<file path="config.mk">
export PLATFORM = sky130hd
export DESIGN_NAME = uart_alu_host
export DESIGN_NICKNAME = d
export VERILOG_FILES = /design/src/rtl/uart_alu_host.sv
export SDC_FILE = /design/constraint.sdc
export NUM_CORES = 1
export LEC_CHECK = 0
export ABC_AREA = 0
export ABC_CLOCK_PERIOD_IN_PS = 3740
export CAP_MARGIN = 20
export CORE_UTILIZATION = 40
export CTS_CLUSTER_DIAMETER = 120
export DETAILED_ROUTE_END_ITERATION = 16
export GPL_TIMING_DRIVEN = 0
export PLACE_DENSITY = 0.74
export SETUP_SLACK_MARGIN = 0.4
export SLEW_MARGIN = 15
export SYNTH_ARGS = -nofsm -noshare
export SYNTH_HDL_FRONTEND = slang
export SYNTH_SLANG_ARGS = --single-unit
export TNS_END_PERCENT = 100
</file>
<file path="constraint.sdc">
create_clock -name i_clk -period 3.74 [get_ports i_clk]
set_input_delay 0.748 -clock i_clk [delete_from_list [all_inputs] [get_ports i_clk]]
set_output_delay 0.748 -clock i_clk [all_outputs]
set_load 0.02 [all_outputs]
</file>
<file path="src/rtl/uart_alu_host.sv">
// Host-side initiator for the UART ALU link: sends A, B, OP through uart_tx
// and returns the single result byte from uart_rx, or flags a timeout.
module uart_alu_host #(
   parameter int N_DATA         = 8,
   parameter int NB_OPERATION   = 6,
   parameter int TIMEOUT_CYCLES = 2000000,
   parameter int NB_TIMEOUT     = 22
) (
   input  logic                    i_clk,
   input  logic                    i_rst,
   input  logic                    i_cmd_valid,
   output logic                    o_cmd_ready,
   input  logic [N_DATA-1:0]       i_cmd_a,
   input  logic [N_DATA-1:0]       i_cmd_b,
   input  logic [NB_OPERATION-1:0] i_cmd_op,
   output logic [N_DATA-1:0]       o_tx_data,
   output logic                    o_tx_start,
   input  logic                    i_tx_done,
   input  logic [N_DATA-1:0]       i_rx_data,
   input  logic                    i_rx_done,
   output logic                    o_rsp_valid,
   output logic [N_DATA-1:0]       o_rsp_data,
   output logic                    o_rsp_timeout
);

   typedef enum logic [2:0] {
      IDLE,
      SEND_A,
      WAIT_A,
      SEND_B,
      WAIT_B,
      SEND_OP,
      WAIT_OP,
      WAIT_RSP
   } state_t;

   localparam logic [NB_TIMEOUT-1:0] CNT_LAST =
      NB_TIMEOUT'(TIMEOUT_CYCLES - 1);

   state_t state;
   state_t next_state;

   logic [N_DATA-1:0]       cmd_a;
   logic [N_DATA-1:0]       cmd_b;
   logic [NB_OPERATION-1:0] cmd_op;
   logic [N_DATA-1:0]       op_byte;
   logic [NB_TIMEOUT-1:0]   cnt;

   logic cmd_ready;
   logic rsp_valid;
   logic rsp_timeout;
   logic [N_DATA-1:0] rsp_data;

   logic accept;
   logic waiting;
   logic expired;
   logic ok_rsp;
   logic to_rsp;

   assign op_byte = N_DATA'(cmd_op);
   assign accept  = i_cmd_valid & cmd_ready;
   assign waiting = (state == WAIT_A) || (state == WAIT_B) ||
                    (state == WAIT_OP) || (state == WAIT_RSP);
   assign expired = waiting && (cnt == CNT_LAST);

   // A done pulse is checked before expiry so it wins a same-cycle tie.
   always_comb begin
      next_state = state;
      ok_rsp     = 1'b0;
      to_rsp     = 1'b0;
      unique case (state)
         IDLE: begin
            if (accept) next_state = SEND_A;
         end
         SEND_A: next_state = WAIT_A;
         WAIT_A: begin
            if (i_tx_done) begin
               next_state = SEND_B;
            end else if (expired) begin
               next_state = IDLE;
               to_rsp     = 1'b1;
            end
         end
         SEND_B: next_state = WAIT_B;
         WAIT_B: begin
            if (i_tx_done) begin
               next_state = SEND_OP;
            end else if (expired) begin
               next_state = IDLE;
               to_rsp     = 1'b1;
            end
         end
         SEND_OP: next_state = WAIT_OP;
         WAIT_OP: begin
            if (i_tx_done) begin
               next_state = WAIT_RSP;
            end else if (expired) begin
               next_state = IDLE;
               to_rsp     = 1'b1;
            end
         end
         WAIT_RSP: begin
            if (i_rx_done) begin
               next_state = IDLE;
               ok_rsp     = 1'b1;
            end else if (expired) begin
               next_state = IDLE;
               to_rsp     = 1'b1;
            end
         end
         default: next_state = IDLE;
      endcase
   end

   always_comb begin
      o_tx_data  = '0;
      o_tx_start = 1'b0;
      unique case (state)
         SEND_A: begin
            o_tx_data  = cmd_a;
            o_tx_start = 1'b1;
         end
         WAIT_A: o_tx_data = cmd_a;
         SEND_B: begin
            o_tx_data  = cmd_b;
            o_tx_start = 1'b1;
         end
         WAIT_B: o_tx_data = cmd_b;
         SEND_OP: begin
            o_tx_data  = op_byte;
            o_tx_start = 1'b1;
         end
         WAIT_OP:  o_tx_data = op_byte;
         WAIT_RSP: o_tx_data = op_byte;
         default: o_tx_data = '0;
      endcase
   end

   always_ff @(posedge i_clk or negedge i_rst) begin
      if (!i_rst) begin
         state       <= IDLE;
         cmd_ready   <= 1'b0;
         cmd_a       <= '0;
         cmd_b       <= '0;
         cmd_op      <= '0;
         cnt         <= '0;
         rsp_valid   <= 1'b0;
         rsp_timeout <= 1'b0;
         rsp_data    <= '0;
      end else begin
         state       <= next_state;
         cmd_ready   <= (next_state == IDLE);
         rsp_valid   <= ok_rsp | to_rsp;
         rsp_timeout <= to_rsp;
         if (accept) begin
            cmd_a  <= i_cmd_a;
            cmd_b  <= i_cmd_b;
            cmd_op <= i_cmd_op;
         end
         // Every state change clears the counter, so each WAIT starts at 0.
         if (next_state != state) begin
            cnt <= '0;
         end else if (waiting) begin
            cnt <= cnt + 1'b1;
         end
         if (ok_rsp) rsp_data <= i_rx_data;
      end
   end

   assign o_cmd_ready   = cmd_ready;
   assign o_rsp_valid   = rsp_valid;
   assign o_rsp_data    = rsp_data;
   assign o_rsp_timeout = rsp_timeout;

endmodule

</file>
==> results of run 1 <==
[through the flow]
step           hold WS [ns]  power (W)  area (sq um)
5_1_grt               0.526    0.00291          3930
4_1_cts               0.498    0.00276          3920
3_3_place_gp          0.486    0.00221          3750
2_1_floorplan         0.452    0.00176          3080
6_report              0.471    0.00275          3930
3_5_place_dp          0.497    0.00224          3750
[flip-flops by register name, indices dropped and copies added (netlist names)]
signal         flops
cmd_a              8
o_cmd_ready        1
o_rsp_timeout      1
o_rsp_valid        1
o_rsp_data         8
cnt               22
cmd_b              8
state              3
cmd_op             6
[synth_stat cells (4+ instances only)]
cell type and count:
a211oi_1 17, a22oi_1 9, and3_1 4, buf_2 7
clkbuf_1 9, dfrtp_1 58, inv_1 5, mux2_2 32
mux2i_1 9, nand2_1 11, nand3_1 12, nand4_1 5
nor2_1 6, nor3_1 6, o21ai_0 12, o221ai_1 6
o31ai_1 10, or3_1 6, or4_1 9, xor2_1 4
[timing repair]
item | in CTS | in global routing
resized for setup | 2 | 4
endpoints found under the setup margin | 7 | 6
gates cloned | 0 | 0
hold buffers | 0 | 0
[layer usage]
| metal | part of all wire, % | track usage (%) | vias to the layer above |
|---|---|---|---|
| met5 | 0 | 0 | - |
| met4 | 1.7 | 9.29 | 0 |
| met3 | 5.5 | 4.15 | 10 |
| met2 | 46 | 29.6 | 92 |
| met1 | 47 | 26.0 | 1277 |
| li1 | - | - | 1219 |
[cells by family after synthesis]
group,count (synthesis),share of synthesized area [%]
AO/OA/AOI/OAI,72,17.9
AND/OR/NAND/NOR,78,15.0
XOR/XNOR,5,1.42
buffers and inverters,25,3.57
adder cells (fa/ha/maj),1,0.406
flip-flops,58,47.1
multiplexers,41,14.6
[cell usage in the layout (no fill, tap or decap), types with 3 or more instances in the layout]
master / instances
dfrtp_1: 58
clkdlybuf4s50_1: 53
mux2_2: 32
a211oi_1: 17
nand3_1: 12
o21ai_0: 12
nand2_1: 11
o31ai_1: 10
a22oi_1: 9
mux2i_1: 9
or4_1: 9
clkbuf_8: 9
clkbuf_1: 7
buf_2: 7
o221ai_1: 6
or3_1: 6
nor3_1: 6
inv_1: 5
nand4_1: 5
nor2_1: 5
and3_1: 4
xor2_1: 4
clkbuf_2: 3
buf_4: 3
and4_1: 3
and2_1: 3
o2111ai_1: 3
clkinv_2: 3
clkinvlp_4: 3
[worst paths after layout]
path,startpoint,to,slack (ns),depth (start not counted)
max reg2reg,cnt[16],cnt[14],1.71,5
max,state[1],o_tx_data[1],0.53,5
max in group asynchronous,i_rst,cmd_a[7],2.79,1
min in group i_clk,o_rsp_data[4],o_rsp_data[4],0.51,1
min,i_rst,cnt[6],0.47,1
min reg2reg,o_rsp_data[4],o_rsp_data[4],0.51,1
[area by class of cell]
class,instances,area share [%]
Clock inverter,7,1.18
Clock buffer,9,3.15
Inverter,5,0.478
Buffer,20,2.42
Timing Repair Buffer,54,13.7
Multi-Input combinational cell,197,39.0
Tap cell,99,3.15
Sequential cell,58,37.0
[worst max-delay path: stages, from the launching register on]
cell and delay (ns):
dfrtp_1 0.37, buf_2 0.23, clkbuf_1 0.50, mux2i_1 0.15
o221ai_1 0.23, clkdlybuf4s50_1 0.65
[where the power goes]
part           leakage [nW]  switching (W)  internal [W]  total (W)
logic                 0.703       0.000664      0.000621    0.00129
clock network        0.0810       0.000264      0.000237   0.000501
registers             0.738       0.000136      0.000825   0.000962
total                  1.52        0.00106       0.00168    0.00275
==> impl_metrics.tcl, run 1 <==
set metrics [dict create \
    tritoncts "yes" \
    fmax_ghz 0.312 \
    critical_path_arrival_ns 2.46 \
    clk_pin_slew_worst_paths_ns 0.07 \
    dp.cells 433 \
    synthToLayoutAreaGrowth_pct 27.3 \
    synth_area_per_cell_sq_um 11.0 \
    min_period_ns 3.21 \
    ys_seq_area_share_pct 47.1 \
    synth_area_leaders "dfrtp_1, mux2_2, a211oi_1" \
    final_util_pct 53.3 \
    drtIter0Drc 207 \
    endpoint_kind "output pin" \
    via_count 2598 \
    tightestPinTransition_ns 0.724 \
    drc 0 \
    period_share_pct 85.7 \
    rsz0062_at_grt "no" \
    timing.final.ws_setup_ns 0.534 \
    yosysTopAreaCell "dfrtp_1" \
    die-area_sq_um 8070 \
    wirelength_microns 7370 \
    leakagePower_nw 1.52 \
    synth_flop_cell "dfrtp_1" \
    htreeDepth 3 \
    path_class "register to output pin" \
    power.density_nw_per_um2 700 \
    tns_ns 0 \
    syn_inst 280 \
    status "finished, final reports clean" \
    antenna_found_initial 0 \
    die_h_microns 89.8 \
    clk_path_buf_depth 2 \
    pin_count 55 \
    clkSinkCount 58 \
    seq_area_sq_um 1450 \
    synth_cell_types 49 \
    post_cts_buffers 0 \
    peakVddDrop_mv 0.457 \
    routed_via_density 5.79 \
    min_path_type "input port to async pin" \
    synthArstFlopShare_pct 100 \
    setup_violations 0 \
    diodes 0 \
    max_slew_margin_pct 51.7 \
    wire_per_inst_microns 16.4 \
    drive_gt1_share_pct 19.7 \
    grt_use_total_pct 19.3 \
    grt_pass1_vias 2664 \
    drt-pass1-iter-count 4 \
    crit_fanout 10 \
    cts_buffers 9 \
    cts-root-buf "clkbuf_8" \
    required_ns 2.99 \
    ys_ff_latch 58 \
    grt_pass1_wl_microns 12400 \
    worstSkewPairLatency_ns 0.34 \
    post-place-ws_ns 0.731 \
    synth-edff-count 0 \
    rows 31 \
    portBuffers 54 \
    nFillCells 668 \
    hold_viol 0 \
    clock_skew_ns 0.00584 \
    initial_core_util_pct 41.9 \
    synth.top_cell.area_share_pct 47.1 \
    grt_max_degree 59 \
    startpoint_type "register" \
    gp_congestion 0.783 \
    instances_no_fill 449 \
    yosysWarnings 0 \
    synthesis.nets 316 \
    cap_violations 0 \
    drtAntennaViolNets 0 \
    grt_remaining_overflow 0 \
    slew_violations 0 \
    die_w_microns 89.8 \
    core_area_sq_um 7370 \
    place_hpwl_microns 5220 \
    syn_area_sq_um 3080 \
    multi_input_area_sq_um 1530 \
    nets 381 \
]
(Power assumes the default switching activity.)
==> run 2, diff against run 1 <==
Settings changed: SETUP_SLACK_MARGIN 0.4 to 0.2.
==> run 2 against run 1 <==
Compared with the run above:
- flip-flop and latch count is the same
- routed wire length grew 0.39%
- non-clock buffer count is the same
- worst hold slack lost 0.0094 ns
- sequential share of layout area grew 0.11 points
- critical path depth grew 1
- final cell count is the same
- core utilization shrank 0.15 points
- global-route usage is the same
- via count grew 0.19%
- register-to-register slack is essentially flat
- design area shrank 0.29%
- critical path type unchanged
- highest routed layer unchanged
==> impl_metrics.tcl, run 2 (synthesis results as in run 1) <==
set metrics [dict create \
    clock_skew_ns 0.00763 \
    max_slew_margin_pct 51.5 \
    clk_path_buf_depth 2 \
    path_class "register to output pin" \
    die_h_microns 89.8 \
    reg2reg_from "cnt[16]" \
    post-place-ws_ns 0.731 \
    grt_max_degree 59 \
    portBuffers 54 \
    fmax_ghz 0.292 \
    tns_ns 0 \
    drtIter0Drc 234 \
    nets 381 \
    final_common_cell "dfrtp_1" \
    top_register "cnt" \
    status "finished, final reports clean" \
    core_area_sq_um 7370 \
    wirelength_microns 7400 \
    via_count 2603 \
    leakagePower_nw 1.51 \
    period_share_pct 91.4 \
    endpoint_kind "output pin" \
    clkSinkCount 58 \
    min_path_type "input port to async pin" \
    nFillCells 668 \
    hold_viol 0 \
    drc 0 \
    timing.final.ws_setup_ns 0.321 \
    peakVddDrop_mv 0.458 \
    grt_remaining_overflow 0 \
    setup_violations 0 \
    tightestPinTransition_ns 0.728 \
    synthToLayoutAreaGrowth_pct 27.0 \
    initial_core_util_pct 41.9 \
    clk_pin_slew_worst_paths_ns 0.07 \
    wire_per_inst_microns 16.5 \
    seq_area_sq_um 1450 \
    startpoint_type "register" \
    grt_use_total_pct 19.3 \
    cts-root-buf "clkbuf_8" \
    multi_input_area_sq_um 1520 \
    cts_resized 0 \
    final_cell_mix "dfrtp_1, clkdlybuf4s50_1, mux2_2" \
    slew_violations 0 \
    cap_violations 0 \
    htreeDepth 3 \
    drive_gt1_share_pct 18.6 \
    tritoncts "yes" \
    grt_pass1_wl_microns 12500 \
    drtAntennaViolNets 0 \
    gp_congestion 0.783 \
    drt-pass1-iter-count 4 \
    largest_reg_flops 22 \
    die-area_sq_um 8070 \
    cts_buffers 9 \
    routed_via_density 5.80 \
    rows 31 \
    place_hpwl_microns 5220 \
    required_ns 2.99 \
    rrSetupSlack_ns 1.72 \
    final_util_pct 53.1 \
    diodes 0 \
    rsz0062_at_grt "no" \
    critical_path_arrival_ns 2.67 \
    min_period_ns 3.42 \
    holdWs_ns 0.461 \
    hold_buffers 0 \
    dp.cells 433 \
    r2r_end "cnt[0]" \
    post_cts_buffers 0 \
    power.density_nw_per_um2 699 \
    antenna_found_initial 0 \
    reg2reg_depth 5 \
    crit_fanout 10 \
    grt_pass1_vias 2661 \
    pin_count 55 \
    die_w_microns 89.8 \
    instances_no_fill 449 \
    worstSkewPairLatency_ns 0.34 \
]
[run 2: cell types whose count changed in the layout (fill, tap and decap cells not counted)]
cell	before	now
nor2_4	1	0
clkbuf_1	7	9
nor2_1	5	6
clkbuf_2	3	0
buf_1	1	2
[run 2: where the power goes]
| group | total (W) | switching, W | internal, W |
|---|---|---|---|
| Clock | 0.000500 | 0.000264 | 0.000237 |
| Combinational | 0.00128 | 0.000661 | 0.000615 |
| Sequential | 0.000963 | 0.000138 | 0.000825 |
| Total | 0.00274 | 0.00106 | 0.00168 |
[run 2: worst max-delay path by stage]
stage / from / end / slack, ns / cells after the start
after floorplan: state[0] / o_tx_data[7] / 1.43 / 4
after global placement: i_rst / cmd_a[5] / 0.09 / 1
after detailed placement: state[2] / o_tx_data[0] / 0.73 / 6
after CTS: state[2] / o_tx_data[0] / 0.35 / 6
after global routing: state[2] / o_tx_data[5] / 0.23 / 6
final: state[2] / o_tx_data[0] / 0.32 / 6
[run 2: worst max-delay path, stage by stage (launching register included)]
cell and delay (ns):
dfrtp_1 0.37, buf_2 0.19, clkbuf_1 0.23, nor2_1 0.46, a22oi_1 0.17, o221ai_1 0.26, clkdlybuf4s50_1 0.65
[run 2: metal layers]
layer | GRT usage, % | vias up | wire length, microns
met5 | 0 | - | 0
met4 | 9.15 | 0 | 138
met3 | 4.06 | 12 | 457
met2 | 29.7 | 102 | 3360
met1 | 26.1 | 1262 | 3450
li1 | - | 1227 | -
[run 2: per-stage QoR]
step	total power, W	cell area (sq um)
3_5_place_dp	0.00224	3750
6_report	0.00274	3920
2_1_floorplan	0.00176	3080
5_1_grt	0.00290	3920
3_3_place_gp	0.00221	3750
4_1_cts	0.00275	3920
[run 2: area by class of cell]
cell class	instances	share of cell area, %
well taps	99	3.16
repair buffers	54	13.7
inverters	5	0.479
flip-flops and latches	58	37.1
multi-input cells	197	38.9
clock inverters	7	1.18
plain buffers	20	2.33
clock buffers	9	3.16
==> run 3, diff against run 2 <==
Settings changed: SKIP_CTS_REPAIR_TIMING from default to 1.
==> results of run 3 <==
The final DEF is identical to that of run 2; final timing and power are the same.
==> RTL edit 1 (config.mk and constraints of run 1) <==
Put one more register stage on the output `o_rsp_timeout`. The value now appears one clock later. The other outputs are not delayed to match.
--- a/src/rtl/uart_alu_host.sv
+++ b/src/rtl/uart_alu_host.sv
@@ -171,5 +171,7 @@
    assign o_rsp_valid   = rsp_valid;
    assign o_rsp_data    = rsp_data;
-   assign o_rsp_timeout = rsp_timeout;
+   always_ff @(posedge i_clk) begin
+      o_rsp_timeout <= rsp_timeout;
+   end
 
 endmodule
Check against the original RTL: same outputs for any inputs over 10 cycles, from zero or initial values and one cycle with i_rst low; that may be too few to reach the edited logic, so the function may still have changed.
==> RTL edit 1 against run 1 <==
Utilization increased by 0.44 points. Power increased by 1.4%. Worst setup slack improved by 75 ps. Wire length increased by 1.7%. Cell area increased by 0.83%. Sequential cell count increased by 1. Synthesized area increased by 0.65%. Synthesized cell count increased by 0.36%. Largest cell class unchanged.
==> RTL edit 1: results (changes against run 1) <==
clock skew=7.225 ps (+1.384 ps); FF-to-FF Start=cnt[12]; hold slack final=345.1 ps (-125.6 ps); initial DRC count=272 (+31%); CP max-delay cell=clkdlybuf4s50_1; DR vias=2629 (+1.2%); Cell Count, Final, Fillers Out=450 (+0.22%); Async SR Flop Fraction=98.31% (-1.7 points); Synthesized Nets=317 (+0.32%); Setup WS pre-CTS=697.8 ps (-33.63 ps); worst setup path startpoint=state[2]; Synth area leaders=dfrtp_1 47%, mux2_2 12%, a211oi_1 4.1%, mux2i_1 2.9%, o31ai_1 2.4%; leakage power=1.548 nW (+1.7%); Clk Latency, worst-skew pair=340 ps (about the same); post-layout min period=3131 ps (-75.09 ps); Clock Tree Root=clkbuf_8; Most used DFF post-synth=dfrtp_1; Cells on Worst Hold Path=0; placed instance count=434 (+0.23%); Biggest register=cnt; global-route usage over all layers=20.17% (+0.83 points); crit path DAT=2380 ps (-80 ps); Yosys warning total=0 (unchanged); antenna violations before repair=0 (unchanged); share of layout cells above drive strength 1=20.23% (+0.51 points); gpl congestion=0.7657 (-2.2%); status=complete, no violations; Min-Delay Path Class=reg -> reg; # H-tree levels=3 (unchanged); fraction of the yosys area taken by sequential cells=47.40% (+0.34 points); CTS clk-pin slew, worst paths=70 ps (about the same); Max FO, Critical Path=10 (unchanged); Synth cell types=50 (+2.0%); first-pass GRT wire length=13120 µm (+5.4%); DP HPWL=5248 µm (+0.46%); Initial DRT Pass Iterations=5 (+1); final-stage net count=382 (+0.26%); WL/cell=16.66 µm (+1.5%); Syn Inst Count=281 (+0.36%); vias in the first global route=2760 (+3.6%); Slew @ Worst Pin=735.8 ps (+11.98 ps); crit-path max cell delay=650 ps (about the same); worst reg-to-reg setup slack=1710 ps (about the same); Clock Tree Buf Depth=2 (unchanged); Filler cells=668 (unchanged); Max VDD drop=0.4145 mV (-9.3%); Cell Area, Placed=3766 µm² (+0.53%); cts bufs inserted=9 (unchanged)
==> RTL edit 1: changes by cell type in the layout (fill, tap and decap cells not counted), sizes merged <==
| cell | before | now |
|---|---|---|
| clkbuf | 19 | 21 |
| clkinvlp | 3 | 1 |
| dfxtp | 0 | 1 |
==> RTL edit 1: final timing paths <==
path	end
setup / recovery	o_tx_data[5]
hold / removal	o_rsp_timeout
setup reg to reg	cnt[1]
hold reg to reg	o_rsp_timeout
max in group asynchronous	o_rsp_data[7]
min in group asynchronous	cnt[10]
==> RTL edit 1: cell type report <==
type                    instances  area, µm²  area share, %
plain buffers                  20      96.34          2.433
clock buffers                  11      151.4          3.823
clock inverters                 5      27.53         0.6951
inverters                       5      18.77         0.4739
multi-input cells             197       1533          38.70
flip-flops and latches         59       1471          37.16
well taps                      99      123.9          3.128
repair buffers                 54      538.0          13.59
==> RTL edit 1: kinds of logic after synthesis <==
group                    Yosys count  share of synthesized area [%]
multiplexers                      41                          14.51
AND/OR/NAND/NOR                   78                          14.91
adder cells (fa/ha/maj)            1                         0.4030
flip-flops                        59                          47.40
AO/OA/AOI/OAI                     72                          17.82
XOR/XNOR                           5                          1.411
buffers and inverters             25                          3.547
==> RTL edit 1: power breakdown <==
| group | switching (mW) | internal, mW | total [mW] | leakage [nW] |
|---|---|---|---|---|
| combinational | 0.666 | 0.624 | 1.29 | 0.707 |
| sequential | 0.135 | 0.836 | 0.972 | 0.746 |
| clock | 0.252 | 0.271 | 0.523 | 0.0949 |
==> RTL edit 1: routing by layer <==
metal  wire [µm]  GRT usage, %
met5           0             0
met4         166         10.22
met3         403         4.822
met1        3406         26.22
met2        3522         31.30
==> RTL edit 1: repair_timing <==
item | in CTS | in global routing
cloned | 0 | 0
endpoints found under the setup margin | 6 | 9
setup buffers | 0 | 0
gates resized for setup | 1 | 9
==> RTL edit 2 (config.mk and constraints of run 1) <==
Without the edit above. Change the parameter `N_DATA` from 8 to 9.
--- a/src/rtl/uart_alu_host.sv
+++ b/src/rtl/uart_alu_host.sv
@@ -2,5 +2,5 @@
 // and returns the single result byte from uart_rx, or flags a timeout.
 module uart_alu_host #(
-   parameter int N_DATA         = 8,
+   parameter int N_DATA         = 9,
    parameter int NB_OPERATION   = 6,
    parameter int TIMEOUT_CYCLES = 2000000,
Ports: changed (5 resized); port bits go from 55 to 60. The function was not compared with the original's and may differ.
==> RTL edit 2 against run 1 <==
Worst setup slack improved by 110 ps. Power rose by 11%. Wire length down 7.4%. Synthesized area down 0.45%. Sequential cell count up 3. Cell area rose by 1.3%. Die area down 0.43%. Synthesized cell count decreased by 1.1%. Critical endpoint unchanged. Highest routed layer unchanged.
==> RTL edit 2: results (changes against run 1) <==
Inverters=0 (-5); register share of the cell area=38.36% (+1.4 points); Cell Area, Placed=3782 µm² (+0.97%); gpl congestion=0.8261 (+5.5%); Layout Utilization=54.28% (+0.98 points); reg2reg end=state[1]; clock skew=8.672 ps (+2.831 ps); worst setup path startpoint=state[2]; Synth cell types=41 (-16%); sw power=1.122 mW (+5.4%); global-route usage over all layers=18.87% (-0.47 points); clock sink total=61 (+5.2%); #MultiIn Comb=203 (+3.0%); post-layout min period=3100 ps (-106.3 ps); xor and xnor fraction of the mapped netlist area=5.705% (+4.3 points); crit path DAT=2350 ps (-110 ps); Rel. slew slack=50.29% (-1.5 points); status=complete, no violations; Max VDD drop=0.4606 mV (+0.73%); placed instance count=435 (+0.46%); Post-Syn Area per Cell=11.08 µm² (+0.63%); pin count of the biggest net entering global routing=62 (+5.1%); area fraction in compound gates after synthesis=10.07% (-7.9 points); vias in the first global route=2362 (-11%); fraction of the yosys area taken by sequential cells=49.71% (+2.7 points); Post-Synth Adder-Cell Area=0.4075% (+0.0018 points); Clock buf/inv share=4.528% (+0.20 points); leakage power=1.656 nW (+8.8%); final-stage net count=386 (+1.3%); Synth top cells by count=61 x dfrtp_1, 36 x mux2_2, 27 x nor2_1; initial DRC count=234 (+13%); Filler cells=646 (-3.3%); Setup WS pre-CTS=701.7 ps (-29.74 ps); Clock Tree Buf Depth=2 (unchanged); FF-to-FF Start=cnt[0]; first-pass GRT wire length=11320 µm (-9.1%)
[RTL edit 2: cell count changes after synthesis, sizes merged, moves of 5 or more]
cell           run 1  this run
o31ai             10         0
nand4              5        10
or4                9         3
nor2               6        27
or3                6         1
a211oi            18         1
xnor2              1         8
xor2               4        12
buf               11         4
inv                5         0
[RTL edit 2: power groups by stage]
stage | registers (mW) | logic (mW) | clock network (mW)
floorplan | 1.06 | 0.875 | 0
global placement | 1.02 | 1.40 | 0
detailed placement | 1.04 | 1.44 | 0
CTS | 1.03 | 1.45 | 0.567
global route | 1.06 | 1.57 | 0.601
finish | 1.03 | 1.45 | 0.556
[RTL edit 2: routing by layer]
layer / vias to the layer above / GRT usage, % / routed length (µm)
met5: - / 0 / 0
met3: 15 / 5.484 / 404
li1: 1159 / - / -
met2: 81 / 27.82 / 3186
met1: 1193 / 25.80 / 3103
met4: 0 / 8.514 / 133
[RTL edit 2: what timing repair did]
action                                  CTS  global route
gates resized for setup                   2            10
cloned                                    0             0
endpoints found under the setup margin    9            10
setup buffers                             0             0
